`config.mk`:
```
export PLATFORM = sky130hd
export DESIGN_NAME = temporal_encoder
export DESIGN_NICKNAME = d
export VERILOG_FILES = /design/src/rtl/temporal_encoder_pkg.sv /design/src/rtl/temporal_encoder_hv_rotate.sv /design/src/rtl/temporal_encoder.sv
export SDC_FILE = /design/constraint.sdc
export NUM_CORES = 1
export LEC_CHECK = 0
export CAP_MARGIN = 0
export CORE_ASPECT_RATIO = 1.4
export CORE_MARGIN = 8
export CORE_UTILIZATION = 57
export CTS_BUF_LIST = sky130_fd_sc_hd__clkbuf_4 sky130_fd_sc_hd__clkbuf_8
export DETAILED_ROUTE_END_ITERATION = 8
export GPL_ROUTABILITY_DRIVEN = 0
export GPL_TIMING_DRIVEN = 0
export PLACE_DENSITY = 0.92
export SLEW_MARGIN = 20
export SYNTH_ARGS = -nofsm -noshare
export SYNTH_HDL_FRONTEND = slang
export SYNTH_HIERARCHICAL = 1
export SYNTH_SLANG_ARGS = --single-unit
export TNS_END_PERCENT = 50
```
`constraint.sdc`:
```
create_clock -name clk -period 3.99 [get_ports clk]
set_clock_uncertainty 0.1 [all_clocks]
set_input_delay 0.9975 -clock clk [delete_from_list [all_inputs] [get_ports clk]]
set_output_delay 0.9975 -clock clk [all_outputs]
set_load 0.005 [all_outputs]
```
`src/rtl/temporal_encoder_pkg.sv`:
```
// Shared constants for the temporal encoder: hypervector width, default N-gram size
// and the ceil-log2 helper used to size the fill counter.
package temporal_encoder_pkg;

  localparam int unsigned HV_DIMENSION = 32;
  localparam int unsigned NGRAM_SIZE   = 3;

  function automatic int unsigned ceil_log2(input int unsigned value);
    int unsigned result;
    result = 0;
    while ((32'd1 << result) < value) begin
      result = result + 1;
    end
    return result;
  endfunction

endpackage

```
`src/rtl/temporal_encoder_hv_rotate.sv`:
```
// Hypervector permutation: rotate left by one bit, MSB wraps into bit 0.
module hv_rotate #(
  parameter int unsigned WIDTH = 32
) (
  input  logic [WIDTH-1:0] din,
  output logic [WIDTH-1:0] rot_c
);

  assign rot_c = {din[WIDTH-2:0], din[WIDTH-1]};

endmodule

```
`src/rtl/temporal_encoder.sv`:
```
// Sliding N-gram binder: XORs the newest spatial HV with progressively rotated
// older HVs and streams one result per accepted input once the window is full.
module temporal_encoder
  import temporal_encoder_pkg::*;
#(
  parameter int unsigned ngram_size = NGRAM_SIZE
) (
  input  logic                    clk,
  input  logic                    rst,
  input  logic                    clear,
  input  logic                    hvin_valid,
  output logic                    hvin_ready,
  input  logic [HV_DIMENSION-1:0] hvin,
  output logic                    hvout_valid,
  input  logic                    hvout_ready,
  output logic [HV_DIMENSION-1:0] hvout
);

  localparam int unsigned D      = HV_DIMENSION;
  localparam int unsigned HIST_N = ngram_size - 1;
  localparam int unsigned FILL_W = ceil_log2(ngram_size + 1);

  logic [D-1:0]      hist_q   [HIST_N];
  logic [D-1:0]      hist_d   [HIST_N];
  logic [D-1:0]      hist_rot [HIST_N];
  logic [FILL_W-1:0] fill_q, fill_d;
  logic [D-1:0]      hvout_q, hvout_d;
  logic              hvout_valid_q, hvout_valid_d;
  logic [D-1:0]      ngram;
  logic              hvin_fire, hvout_fire;

  for (genvar k = 0; k < HIST_N; k++) begin : g_rot
    hv_rotate #(.WIDTH(D)) u_rot (
      .din   (hist_q[k]),
      .rot_c (hist_rot[k])
    );
  end

  always_comb begin
    hist_d        = hist_q;
    fill_d        = fill_q;
    hvout_d       = hvout_q;
    hvout_valid_d = hvout_valid_q;

    hvin_ready = !hvout_valid_q || hvout_ready;
    hvin_fire  = hvin_valid && hvin_ready;
    hvout_fire = hvout_valid_q && hvout_ready;

    ngram = hvin;
    for (int k = 0; k < int'(HIST_N); k++) begin
      ngram = ngram ^ hist_rot[k];
    end

    // clear wins over both handshakes; a coincident input is dropped
    if (clear) begin
      for (int k = 0; k < int'(HIST_N); k++) begin
        hist_d[k] = '0;
      end
      fill_d        = '0;
      hvout_valid_d = 1'b0;
    end else begin
      if (hvout_fire) begin
        hvout_valid_d = 1'b0;
      end
      if (hvin_fire) begin
        hist_d[0] = hvin;
        for (int k = 1; k < int'(HIST_N); k++) begin
          hist_d[k] = hist_rot[k-1];
        end
        if (fill_q != FILL_W'(ngram_size)) begin
          fill_d = fill_q + FILL_W'(1);
        end
        if ((32'(fill_q) + 32'd1) >= ngram_size) begin
          hvout_d       = ngram;
          hvout_valid_d = 1'b1;
        end
      end
    end
  end

  always_ff @(posedge clk or posedge rst) begin
    if (rst) begin
      for (int k = 0; k < int'(HIST_N); k++) begin
        hist_q[k] <= '0;
      end
      fill_q        <= '0;
      hvout_q       <= '0;
      hvout_valid_q <= 1'b0;
    end else begin
      hist_q        <= hist_d;
      fill_q        <= fill_d;
      hvout_q       <= hvout_d;
      hvout_valid_q <= hvout_valid_d;
    end
  end

  assign hvout       = hvout_q;
  assign hvout_valid = hvout_valid_q;

endmodule

```
======== Word-level counts from Yosys, hierarchy flattened ========
Index checks and enable logic that the tools add are counted.
storage, ports and cells
  bits in registers ....................... 99
  bits in latches ......................... 0
  bits in writable memories ............... 0
  ROM bits ................................ 0
  bits of input ports ..................... 37
  logic and storage cells ................. 29
  memories kept ........................... 0
cells by class
  add/sub/neg operators ................... 2
  multiply operators ...................... 0
  div/mod/pow operators ................... 0
  magnitude comparators ................... 1
  equality and inequality tests ........... 1
  shift-type cells ........................ 0
  muxes and demuxes ....................... 9
  bitwise logic cells ..................... 3
  reductions and logical operators ........ 8
operators by type and width
  kind                   number
  $mux W64               2
  $xor A32 B32 Y32       2
  $mux W2                3
  $mux W1                4
  $reduce_bool A2 Y1     2
  $add A2 B1 Y3 const B  1
  $ge A3 B2 Y1 const B   1
  $reduce_and A3 Y1      1
  $add A2 B1 Y2 const B  1
  $logic_and A1 B1 Y1    2
  $ne A2 B2 Y1 const B   1
  $reduce_and A2 Y1      1
  $logic_not A1 Y1       1
  $logic_or A1 B1 Y1     1
  $not A1 Y1             1

======== Logic depth before layout (Yosys ltp) ========
  word-level depth ........................ 5
  depth in mapped cells ................... 6
  mapped depth without buffers ............ 5

======== Modules after synthesis ========
The synthesis kept the hierarchy.
modules (own cells, without submodules)
  module            instances  cells an instance  area an instance (um2)  seq. area each (um2)
  temporal_encoder  1          443                4669.5                  2477.4
  hv_rotate         2          32                 240.2                   0.0

======== Least setup slack after synthesis ========
Ideal clock, no wire load.
  kind .................................... input to output
  start ................................... in hvout_ready
  end ..................................... out hvin_ready
  data arrival time ....................... 1.423 ns
  required time ........................... 2.893 ns
  setup slack ............................. 1.469 ns
  stages .................................. 3
  cells stage by stage .................... nor2b_4 inv_1 clkbuf_1
between the ends
  word-level cells in the longest chain between the ends .. 1
RTL lines
  element             line                    source
  from (decl)         temporal_encoder.sv:15  input logic hvout_ready,
  $logic_or A1 B1 Y1  temporal_encoder.sv:45  hvin_ready = !hvout_valid_q || hvout_ready;
  to (decl)           temporal_encoder.sv:12  output logic hvin_ready,
Every way passes these cells.

======== Final worst setup path ========
Ends and elaborated chain as after synthesis.

==> results.ini <==
[synthesis]
synth_fp_nets=547
synth_most_common_cell=dfrtp_1
ys_seq_elements=99
synth_edf_count=0
synth_ff_type=dfrtp_1
yosys-top-cells-count=99 x dfrtp_1, 67 x a21oi_1, 64 x buf_4, 64 x nand3_1, 64 x xnor2_1
synthCells=507
synth_async_sr_flop_share_pct=100
synth_area_per_cell_um2=10.2
ys_top_cells_by_area=dfrtp_1 48%, xnor2_1 11%, buf_4 9.3%
synth_warnings=6
synth.distinct_cells=20
synth.top_cell.area_share_pct=48.1
yosysTopAreaCell=dfrtp_1
ys_seq_area_share_pct=48.1
synth_area_um2=5150

[power_and_ir_drop]
vdd_drop_max_mv=0.281
finalPower_mw=2.71
power_density_nw_per_um2=436
power.leakage_nw=2.61

[drt]
route.vias.total=3909
drt_wl_total_mm=12.0
drt-pass1-iter-count=5
vias_per_cell=5.59
dr.max_layer_used=met4
wl_per_cell_um=17.2
met2_length_mm=6.29
drt_iter0_markers=276
antenna_left=0
drcViolationCount=0
wl_met3_um=638
met1_length_mm=4.70

[cts]
post_cts_buffers=0
ctsHoldBuffers=0
root_buffer=clkbuf_8
cts_num_sinks=99
htree_levels=3
cts.repair.resized=0
cts.reportedPaths.clkPinSlew_ps=90
cts_buffers=9
tritoncts=built
cts_max_path_buffers=2
clk-insertion-delay-late_ps=380

[timing]
min_period_over_period_pct=95.9
fmax_ghz=0.261
worstMarginPinSlew_ps=543
hold_violations=0
slew_headroom_pct=63.8
slew_viol_final=0
setup_viol=0
final.min_clock_period_ps=3830
rsz0062_at_grt=false

[worst_setup_path]
crit_path_start_kind=primary input
critical_path_arrival_ps=2730
cp-end-kind=output pin
path_max_fanout=10
path_class=in2out
crit_required_ps=2890

[layout]
stdcell_area_um2=6210
finalNetCount=628
layout-drive-gt1-share_pct=21.8
fill_cells=695
antennaDiodeCount=0
stdcell_count=699
syn2layout_area_growth_pct=20.6

[run]
drv_cap=0

[placement]
numPortBuffers=69
place_area_um2=6010
dp_hpwl_mm=8.69
placed_cells=684

[grt]
grt_pass1_vias=4272
grt_pass1_wl_mm=19.9
grt-ovfl-total=0
grt_antenna_before_repair=0
grt.total_usage_pct=20.6
grt_max_degree=53

[min_path]
hp-class=reg2reg

[run_status]
status=completed

[floorplanning]
die_h_um=128
core-area_um2=8930
dieArea_um2=12400
rows=41
die_x_um=96.3
ios=71
start_util_pct=57.7

## cell families after synthesis
group / share of synthesized area, %
DFF: 48.1
AOI/OAI and AO/OA: 13.0
muxes: 7.00
xor gates and xnor gates: 10.9
and+or+nand+nor: 7.17
adders and majority gates: 0.729
buffers and inverters: 13.1
## report_power, final
group / switching [mW] / total (mW) / leakage, nW / internal [mW]
logic: 0.264 / 0.765 / 1.20 / 0.501
clock network: 0.335 / 0.669 / 0.106 / 0.334
registers: 0.0903 / 1.27 / 1.31 / 1.18
total: 0.689 / 2.71 / 2.61 / 2.02
## metrics by stage
| stage | utilization [%] | hold slack (ps) | worst slack, ps | setup TNS [ps] |
|---|---|---|---|---|
| 6_report | 69.6 | 411 | 164 | 0 |
| 5_1_grt | 69.6 | 431 | 112 | 0 |
| 4_1_cts | 69.6 | 415 | 205 | 0 |
| 3_5_place_dp | 67.3 | 395 | 247 | 0 |
| 3_3_place_gp | 66.9 | 389 | -1030 | -102000 |
| 2_1_floorplan | - | 405 | 302 | 0 |
## worst max-delay path, stage by stage
cell and delay [ps]:
clkdlybuf4s50_1 510, nor2b_4 80, inv_1 90, clkbuf_1 430
clkdlybuf4s50_1 620
## worst paths after layout
kind                                       start  slack [ps]                      to  cells past startpoint
hold reg to reg            hvout[18]$_DFFE_PP0P_         410   hvout[18]$_DFFE_PP0P_                      1
setup reg to reg           fill_q[0]$_DFFE_PP0P_        2110    hvout[6]$_DFFE_PP0P_                      6
max in group asynchronous                    rst        2260  hist_q[30]$_DFFE_PP0P_                      3
setup / recovery                     hvout_ready         160              hvin_ready                      5
min in group asynchronous                    rst         920   hist_q[7]$_DFFE_PP0P_                      2
hold / removal             hvout[18]$_DFFE_PP0P_         410   hvout[18]$_DFFE_PP0P_                      1
## routing by layer
metal	track usage, %	vias to the layer above
met1	22.7	1925
met4	11.4	0
met3	5.13	33
met5	0	-
met2	35.0	116
li1	-	1835
## cell type report
| class | instances | area [um2] | area share (%) |
|---|---|---|---|
| Tap cell | 107 | 134 | 2.16 |
| Inverter | 4 | 20.0 | 0.322 |
| Timing Repair Buffer | 70 | 718 | 11.6 |
| Buffer | 102 | 659 | 10.6 |
| Sequential cell | 99 | 2480 | 39.9 |
| Clock buffer | 13 | 166 | 2.68 |
| Multi-Input combinational cell | 302 | 2000 | 32.2 |
| Clock inverter | 2 | 35.0 | 0.564 |
## sequential cells by signal, summed over array words and instances (netlist names)
register	cells
fill_q	2
hvout	32
hist_q	64
hvout_valid	1
## placed cells by master (no fill, tap or decap), types with 3 or more instances in the layout
cell             count
ha_1                 3
clkbuf_1            21
mux2_2              32
a21oi_1             67
clkbuf_8            11
buf_1                3
buf_6                3
o21ai_0             63
dfrtp_1             99
buf_4               64
o21ai_1              4
nand3_1             64
buf_2               10
clkdlybuf4s50_1     69
xnor2_1             64
Power figures use the tool's default switching activity.
